## src/rtl/spi_sd_responder_pkg.sv

```systemverilog
// Shared constants for the SPI-mode SD card model: R1 bit positions,
// command indices, frame length and FSM state encoding.
package spi_sd_responder_pkg;

  localparam int unsigned R1_IDLE    = 0;
  localparam int unsigned R1_ILLEGAL = 2;
  localparam int unsigned R1_CRC_ERR = 3;

  localparam logic [5:0] CMD0  = 6'd0;
  localparam logic [5:0] CMD1  = 6'd1;
  localparam logic [5:0] CMD8  = 6'd8;
  localparam logic [5:0] CMD41 = 6'd41;
  localparam logic [5:0] CMD55 = 6'd55;

  localparam logic [6:0] FRAME_LEN = 7'd48;

  typedef enum logic [1:0] {
    S_IDLE,
    S_RECV,
    S_DELAY,
    S_RESP
  } state_t;

endpackage

```

## src/rtl/spi_sd_responder_crc7_serial.sv

```systemverilog
// Bit-serial CRC7 (x^7 + x^3 + 1). clear_i together with en_i restarts the
// sum and folds in the first bit in the same cycle.
module crc7_serial (
  input  logic       clk,
  input  logic       rst_n,
  input  logic       clear_i,
  input  logic       en_i,
  input  logic       din_i,
  output logic [6:0] crc_o
);

  logic [6:0] crc_q;
  logic [6:0] base;
  logic [6:0] crc_d;
  logic       fb;

  always_comb begin
    base  = clear_i ? '0 : crc_q;
    fb    = din_i ^ base[6];
    crc_d = {base[5:0], 1'b0} ^ (fb ? 7'h09 : 7'h00);
  end

  always_ff @(posedge clk or negedge rst_n) begin
    if (!rst_n) begin
      crc_q <= '0;
    end else if (en_i) begin
      crc_q <= crc_d;
    end else if (clear_i) begin
      crc_q <= '0;
    end
  end

  assign crc_o = crc_q;

endmodule

```

## src/rtl/spi_sd_responder.sv

```systemverilog
// SD card emulator in SPI mode 0: oversamples the SPI pins on clk, decodes
// 48-bit command frames and answers with R1 after RESP_DELAY filler bytes.
module spi_sd_responder
  import spi_sd_responder_pkg::*;
#(
  parameter int unsigned RESP_DELAY = 1,
  parameter bit          CHECK_CRC  = 1'b1
) (
  input  logic        clk,
  input  logic        reset_n,
  input  logic        SD_CLK,
  input  logic        SD_MOSI,
  input  logic        SD_CS,
  output logic        SD_MISO,
  output logic        cmd_valid,
  output logic [5:0]  cmd_index,
  output logic [31:0] cmd_arg,
  output logic        card_idle,
  output logic        frame_err
);

  localparam logic [6:0] DELAY_FALLS = 7'(RESP_DELAY * 8);

  logic [2:0]  sclk_s_q;
  logic [1:0]  mosi_s_q, cs_s_q;
  logic        rise, fall, mosi, cs;

  state_t      state_q, state_d;
  logic [6:0]  cnt_q, cnt_d;
  logic [46:0] shift_q, shift_d;
  logic [7:0]  r1_q, r1_d;
  logic        miso_q, miso_d;
  logic        idle_q, idle_d;
  logic        app_q, app_d;
  logic [5:0]  idx_q, idx_d;
  logic [31:0] arg_q, arg_d;
  logic        valid_q, valid_d;
  logic        ferr_q, ferr_d;

  logic        crc_clr, crc_en;
  logic [6:0]  crc;
  logic [47:0] frame;
  logic        crc_bad;

  crc7_serial u_crc (
    .clk    (clk),
    .rst_n  (reset_n),
    .clear_i(crc_clr),
    .en_i   (crc_en),
    .din_i  (mosi),
    .crc_o  (crc)
  );

  assign mosi    = mosi_s_q[1];
  assign cs      = cs_s_q[1];
  assign rise    = sclk_s_q[1] & ~sclk_s_q[2];
  assign fall    = ~sclk_s_q[1] & sclk_s_q[2];
  assign frame   = {shift_q, mosi};
  assign crc_bad = CHECK_CRC && (frame[7:1] != crc);

  always_ff @(posedge clk or negedge reset_n) begin
    if (!reset_n) begin
      sclk_s_q <= '0;
      mosi_s_q <= '1;
      cs_s_q   <= '1;
      state_q  <= S_IDLE;
      cnt_q    <= '0;
      shift_q  <= '0;
      r1_q     <= '1;
      miso_q   <= 1'b1;
      idle_q   <= 1'b1;
      app_q    <= 1'b0;
      idx_q    <= '0;
      arg_q    <= '0;
      valid_q  <= 1'b0;
      ferr_q   <= 1'b0;
    end else begin
      sclk_s_q <= {sclk_s_q[1:0], SD_CLK};
      mosi_s_q <= {mosi_s_q[0], SD_MOSI};
      cs_s_q   <= {cs_s_q[0], SD_CS};
      state_q  <= state_d;
      cnt_q    <= cnt_d;
      shift_q  <= shift_d;
      r1_q     <= r1_d;
      miso_q   <= miso_d;
      idle_q   <= idle_d;
      app_q    <= app_d;
      idx_q    <= idx_d;
      arg_q    <= arg_d;
      valid_q  <= valid_d;
      ferr_q   <= ferr_d;
    end
  end

  always_comb begin
    state_d = state_q;
    cnt_d   = cnt_q;
    shift_d = shift_q;
    r1_d    = r1_q;
    miso_d  = miso_q;
    idle_d  = idle_q;
    app_d   = app_q;
    idx_d   = idx_q;
    arg_d   = arg_q;
    valid_d = 1'b0;
    ferr_d  = 1'b0;
    crc_clr = 1'b0;
    crc_en  = 1'b0;

    if (cs) begin
      state_d = S_IDLE;
      miso_d  = 1'b1;
      cnt_d   = '0;
      if (state_q == S_RECV) ferr_d = 1'b1;
    end else begin
      case (state_q)
        S_IDLE: begin
          if (rise && !mosi) begin
            shift_d = '0;
            cnt_d   = 7'd1;
            crc_clr = 1'b1;
            crc_en  = 1'b1;
            state_d = S_RECV;
          end
        end
        S_RECV: begin
          if (rise) begin
            shift_d = frame[46:0];
            cnt_d   = cnt_q + 7'd1;
            crc_en  = (cnt_q < 7'd40);
            if (cnt_q == FRAME_LEN - 7'd1) begin
              cnt_d = '0;
              if (!frame[46] || !frame[0]) begin
                ferr_d  = 1'b1;
                state_d = S_IDLE;
              end else begin
                idx_d   = frame[45:40];
                arg_d   = frame[39:8];
                valid_d = 1'b1;
                state_d = S_DELAY;
                r1_d    = '0;
                if (crc_bad) begin
                  // Bad CRC reports the error but leaves idle/app state untouched.
                  r1_d[R1_CRC_ERR] = 1'b1;
                  r1_d[R1_IDLE]    = idle_q;
                end else begin
                  app_d = 1'b0;
                  case (frame[45:40])
                    CMD0:  idle_d = 1'b1;
                    CMD1:  idle_d = 1'b0;
                    CMD41: begin
                      if (app_q) idle_d = 1'b0;
                      else begin
                        r1_d[R1_ILLEGAL] = 1'b1;
                        r1_d[R1_IDLE]    = idle_q;
                      end
                    end
                    CMD55: begin
                      app_d         = 1'b1;
                      r1_d[R1_IDLE] = idle_q;
                    end
                    CMD8:  r1_d[R1_IDLE] = idle_q;
                    default: begin
                      r1_d[R1_ILLEGAL] = 1'b1;
                      r1_d[R1_IDLE]    = idle_q;
                    end
                  endcase
                  if (frame[45:40] == CMD0) r1_d[R1_IDLE] = 1'b1;
                end
              end
            end
          end
        end
        S_DELAY: begin
          if (fall) begin
            miso_d = 1'b1;
            if (cnt_q == DELAY_FALLS - 7'd1) begin
              cnt_d   = '0;
              state_d = S_RESP;
            end else begin
              cnt_d = cnt_q + 7'd1;
            end
          end
        end
        S_RESP: begin
          if (fall) begin
            if (cnt_q[3]) begin
              miso_d  = 1'b1;
              cnt_d   = '0;
              state_d = S_IDLE;
            end else begin
              miso_d = r1_q[3'd7 - cnt_q[2:0]];
              cnt_d  = cnt_q + 7'd1;
            end
          end
        end
        default: state_d = S_IDLE;
      endcase
    end
  end

  assign SD_MISO   = miso_q;
  assign cmd_valid = valid_q;
  assign cmd_index = idx_q;
  assign cmd_arg   = arg_q;
  assign card_idle = idle_q;
  assign frame_err = ferr_q;

endmodule

```

## config.mk

```make
export PLATFORM = sky130hd
export DESIGN_NAME = spi_sd_responder
export DESIGN_NICKNAME = d
export VERILOG_FILES = /design/src/rtl/spi_sd_responder_pkg.sv /design/src/rtl/spi_sd_responder_crc7_serial.sv /design/src/rtl/spi_sd_responder.sv
export SDC_FILE = /design/constraint.sdc
export NUM_CORES = 1
export LEC_CHECK = 0
export CORE_ASPECT_RATIO = 0.9
export CORE_MARGIN = 2
export CORE_UTILIZATION = 50
export CTS_CLUSTER_DIAMETER = 150
export CTS_CLUSTER_SIZE = 8
export DETAILED_ROUTE_END_ITERATION = 10
export PLACE_DENSITY = 0.74
export SKIP_CTS_REPAIR_TIMING = 1
export SLEW_MARGIN = 20
export SYNTH_ARGS = -nofsm -noshare
export SYNTH_HDL_FRONTEND = slang
export SYNTH_SLANG_ARGS = --single-unit
export TNS_END_PERCENT = 20
```

## constraint.sdc

```tcl
create_clock -name clk -period 1.7 [get_ports clk]
set_clock_uncertainty 0.05 [all_clocks]
set_input_delay 0.34 -clock clk [delete_from_list [all_inputs] [get_ports clk]]
set_output_delay 0.34 -clock clk [all_outputs]
set_load 0.02 [all_outputs]
```

==> results by group <==
Timing
  • Fmax: 530 MHz
  • Final-report hold violation count: 0
  • Final setup fails: 55
  • Setup slack after layout: -189 ps
  • Max_slew headroom: 0.787
  • WHS: 174 ps
  • Unrepaired setup endpoints after global routing: true
  • Period utilization: 1.11
  • Final Critical Period: 1890 ps
  • Slew Viols, Final: 0
  • Worst-Margin Slew: 314 ps
  • Setup TNS Final: -6870 ps

Outcome
  • Failing checks: negative setup slack
  • Status: finished with violations

Detailed routing
  • Vias: 3869
  • DRC viols: 0
  • Via density: 5.73
  • Post-DRT Antenna Nets: 0
  • DR iter-0 viols: 238
  • Initial DRT Pass Iterations: 4
  • Wire length per cell: 19.6 um
  • Post-Route WL: 13.2 mm

Synthesis
  • FFs w/ async S/R, synth: 1.00
  • Top cell type by total area after synthesis: dfrtp_1
  • Number of synthesized flops with an enable pin: 0
  • Post-synthesis sequential area ratio: 0.610
  • Post-synth top cells: nand2_1 (126), dfrtp_1 (106), a22o_1 (48)
  • Synth Cell Area: 4780 sq um
  • Mapped Cells: 440
  • Synthesized area per cell: 10.9 sq um
  • Main flop type after synthesis: dfrtp_1
  • Yosys warnings: 0
  • Library cells used by synthesis: 45
  • Post-Syn Nets: 447
  • Seq cells post-synth: 116
  • Top cells by area, synth: dfrtp_1 (56%), nand2_1 (9.9%), a22o_1 (8.8%), dfstp_2 (5.5%), xnor2_1 (1.8%)
  • Cell with the most instances after synthesis: nand2_1
  • Synth top area share: 0.555

GRT
  • GRT Overall Usage: 0.225
  • Initial antenna violation count: 0
  • Number of global-route vias before repair: 3833
  • First-pass GRT wire length: 18.6 mm
  • Largest net degree at the start of global routing: 59
  • Grt ovf: 0

Final layout
  • # diodes: 0
  • P&R area growth vs syn: 47.2%
  • Final instance area: 7030 sq um
  • Post-layout nets: 548
  • Share of post-route cells with drive strength above 1: 0.356
  • Fin cells: 675

Clocking
  • CTS tree: done
  • Root Driver: clkbuf_8
  • CTS Buf Count: 17
  • Clock latency on the worst-skew pair: 520 ps
  • CTS Buffer Depth: 2
  • CTS H-tree lvls: 4
  • Clock slew at reported path FFs: 60 ps
  • TritonCTS sink count: 116

Placed design
  • Area after DPL: 5760 sq um
  • DP HPWL: 6.73 mm
  • Setup WS pre-CTS: -205 ps
  • GP Congestion: 0.837
  • # port buffers: 46
  • Cells after DPL: 633

Setup path
  • CP max stage cell: dfrtp_1
  • Reg2reg setup slack: -190 ps
  • CP max FO: 8
  • Worst setup SP type: flop
  • Setup CP Type: flop to flop
  • Worst Setup SP: sclk_s_q[2]$_DFF_PN0_
  • Worst Path Buf+Inv: 3
  • Worst R2R Start: sclk_s_q[2]$_DFF_PN0_
  • Endpoint type of the worst setup path: flop
  • Critical-path cell list: nor4b_4 > nand2_1 > buf_6 > nor3_4 > buf_6 > clkbuf_16 > nand2_2 > nand2_2
  • CP required: 2110 ps
  • Delay-heaviest family, CP: simple AND/OR/NAND/NOR gates
  • CP peak stage delay: 420 ps
  • Worst Path Arrival: 2300 ps

Floorplanning
  • I/O pin cnt: 47
  • Die Wd: 107 um
  • Total die area: 10400 sq um
  • Row cnt: 33
  • Die height: 96.7 um
  • Core area: 9210 sq um
  • Initial core utilization: 0.519

Pwr
  • Peak VDD IR: 0.747 mV
  • Cell Pwr Density: 984 nW/um^2
  • P_leak: 4.07 nW

Hold path
  • Hold/Removal Path Class: input port to flop
  • Worst hold start: SD_MOSI

Job
  • Max-cap violations: 0
[logic make-up (layout without fill, tap and decap cells)]
group	count (synthesis)	in the layout	share of synthesized area
XOR/XNOR	10	10	0.0183
flip-flops	116	116	0.610
adder cells (fa/ha/maj)	2	2	0.00524
AND/OR/NAND/NOR	191	191	0.184
buffers and inverters	28	141	0.0236
multiplexers	10	10	0.0241
AO/OA/AOI/OAI	83	83	0.135
[registers in the layout, indices dropped and copies added, names as in the netlist, 2 cells and up]
signal,flops
sclk_s_q,3
cmd_index,6
cs_s_q,2
state_q,2
cmd_arg,32
shift_q,46
r1_q,4
u_crc.crc_o,7
cnt_q,7
mosi_s_q,2
[cell usage in the layout (no fill, tap or decap), types with 6 or more instances in the layout]
cell / instances
nand2_1: 65
mux2i_1: 7
dlymetal6s2s_1: 41
nor3_1: 6
dfstp_2: 10
nand2_2: 40
buf_12: 6
buf_6: 9
a22o_1: 48
buf_4: 41
nor2_1: 12
nand3_1: 9
nand2_4: 21
dfrtp_1: 104
xnor2_1: 10
clkbuf_16: 20
o21ai_0: 8
[where the power goes]
| group | internal, mW | switching [mW] | leakage [nW] |
|---|---|---|---|
| sequential | 2.82 | 0.0629 | 1.57 |
| combinational | 0.180 | 0.232 | 2.21 |
| clock | 2.29 | 1.34 | 0.293 |
[worst paths after layout]
path,end,depth (start not counted)
worst max-delay path,cmd_arg[28]$_DFFE_PN0P_,8
worst min-delay path,mosi_s_q[0]$_DFF_PN1_,1
worst max register to register,cmd_arg[28]$_DFFE_PN0P_,8
worst min register to register,cs_s_q[1]$_DFF_PN1_,0
max in group asynchronous,r1_q[2]$_DFFE_PN1P_,3
min in group asynchronous,shift_q[34]$_DFFE_PN0P_,2
[per-layer routing]
metal / global-route usage / routed length [um]
met5: 0 / 0
met4: 0.0759 / 281
met3: 0.0505 / 702
met2: 0.363 / 6890
met1: 0.302 / 5340
[area by class of cell]
class | instances | area (sq um)
multi-input combinational | 296 | 2140
clock buffer | 18 | 428
tap | 122 | 153
fill | 518 | 2170
sequential | 116 | 2920
inverter | 2 | 7.51
timing repair buffer | 108 | 1220
clock inverter | 13 | 173
[metrics by stage]
step                      total power, mW  utilization
final                                6.92        0.764
after global routing                 7.15        0.764
after CTS                            6.91        0.691
after detailed placement             3.30        0.626
after global placement               3.28        0.626
after floorplan                      3.10            -
Note: power is estimated with default switching activity, not from simulation.
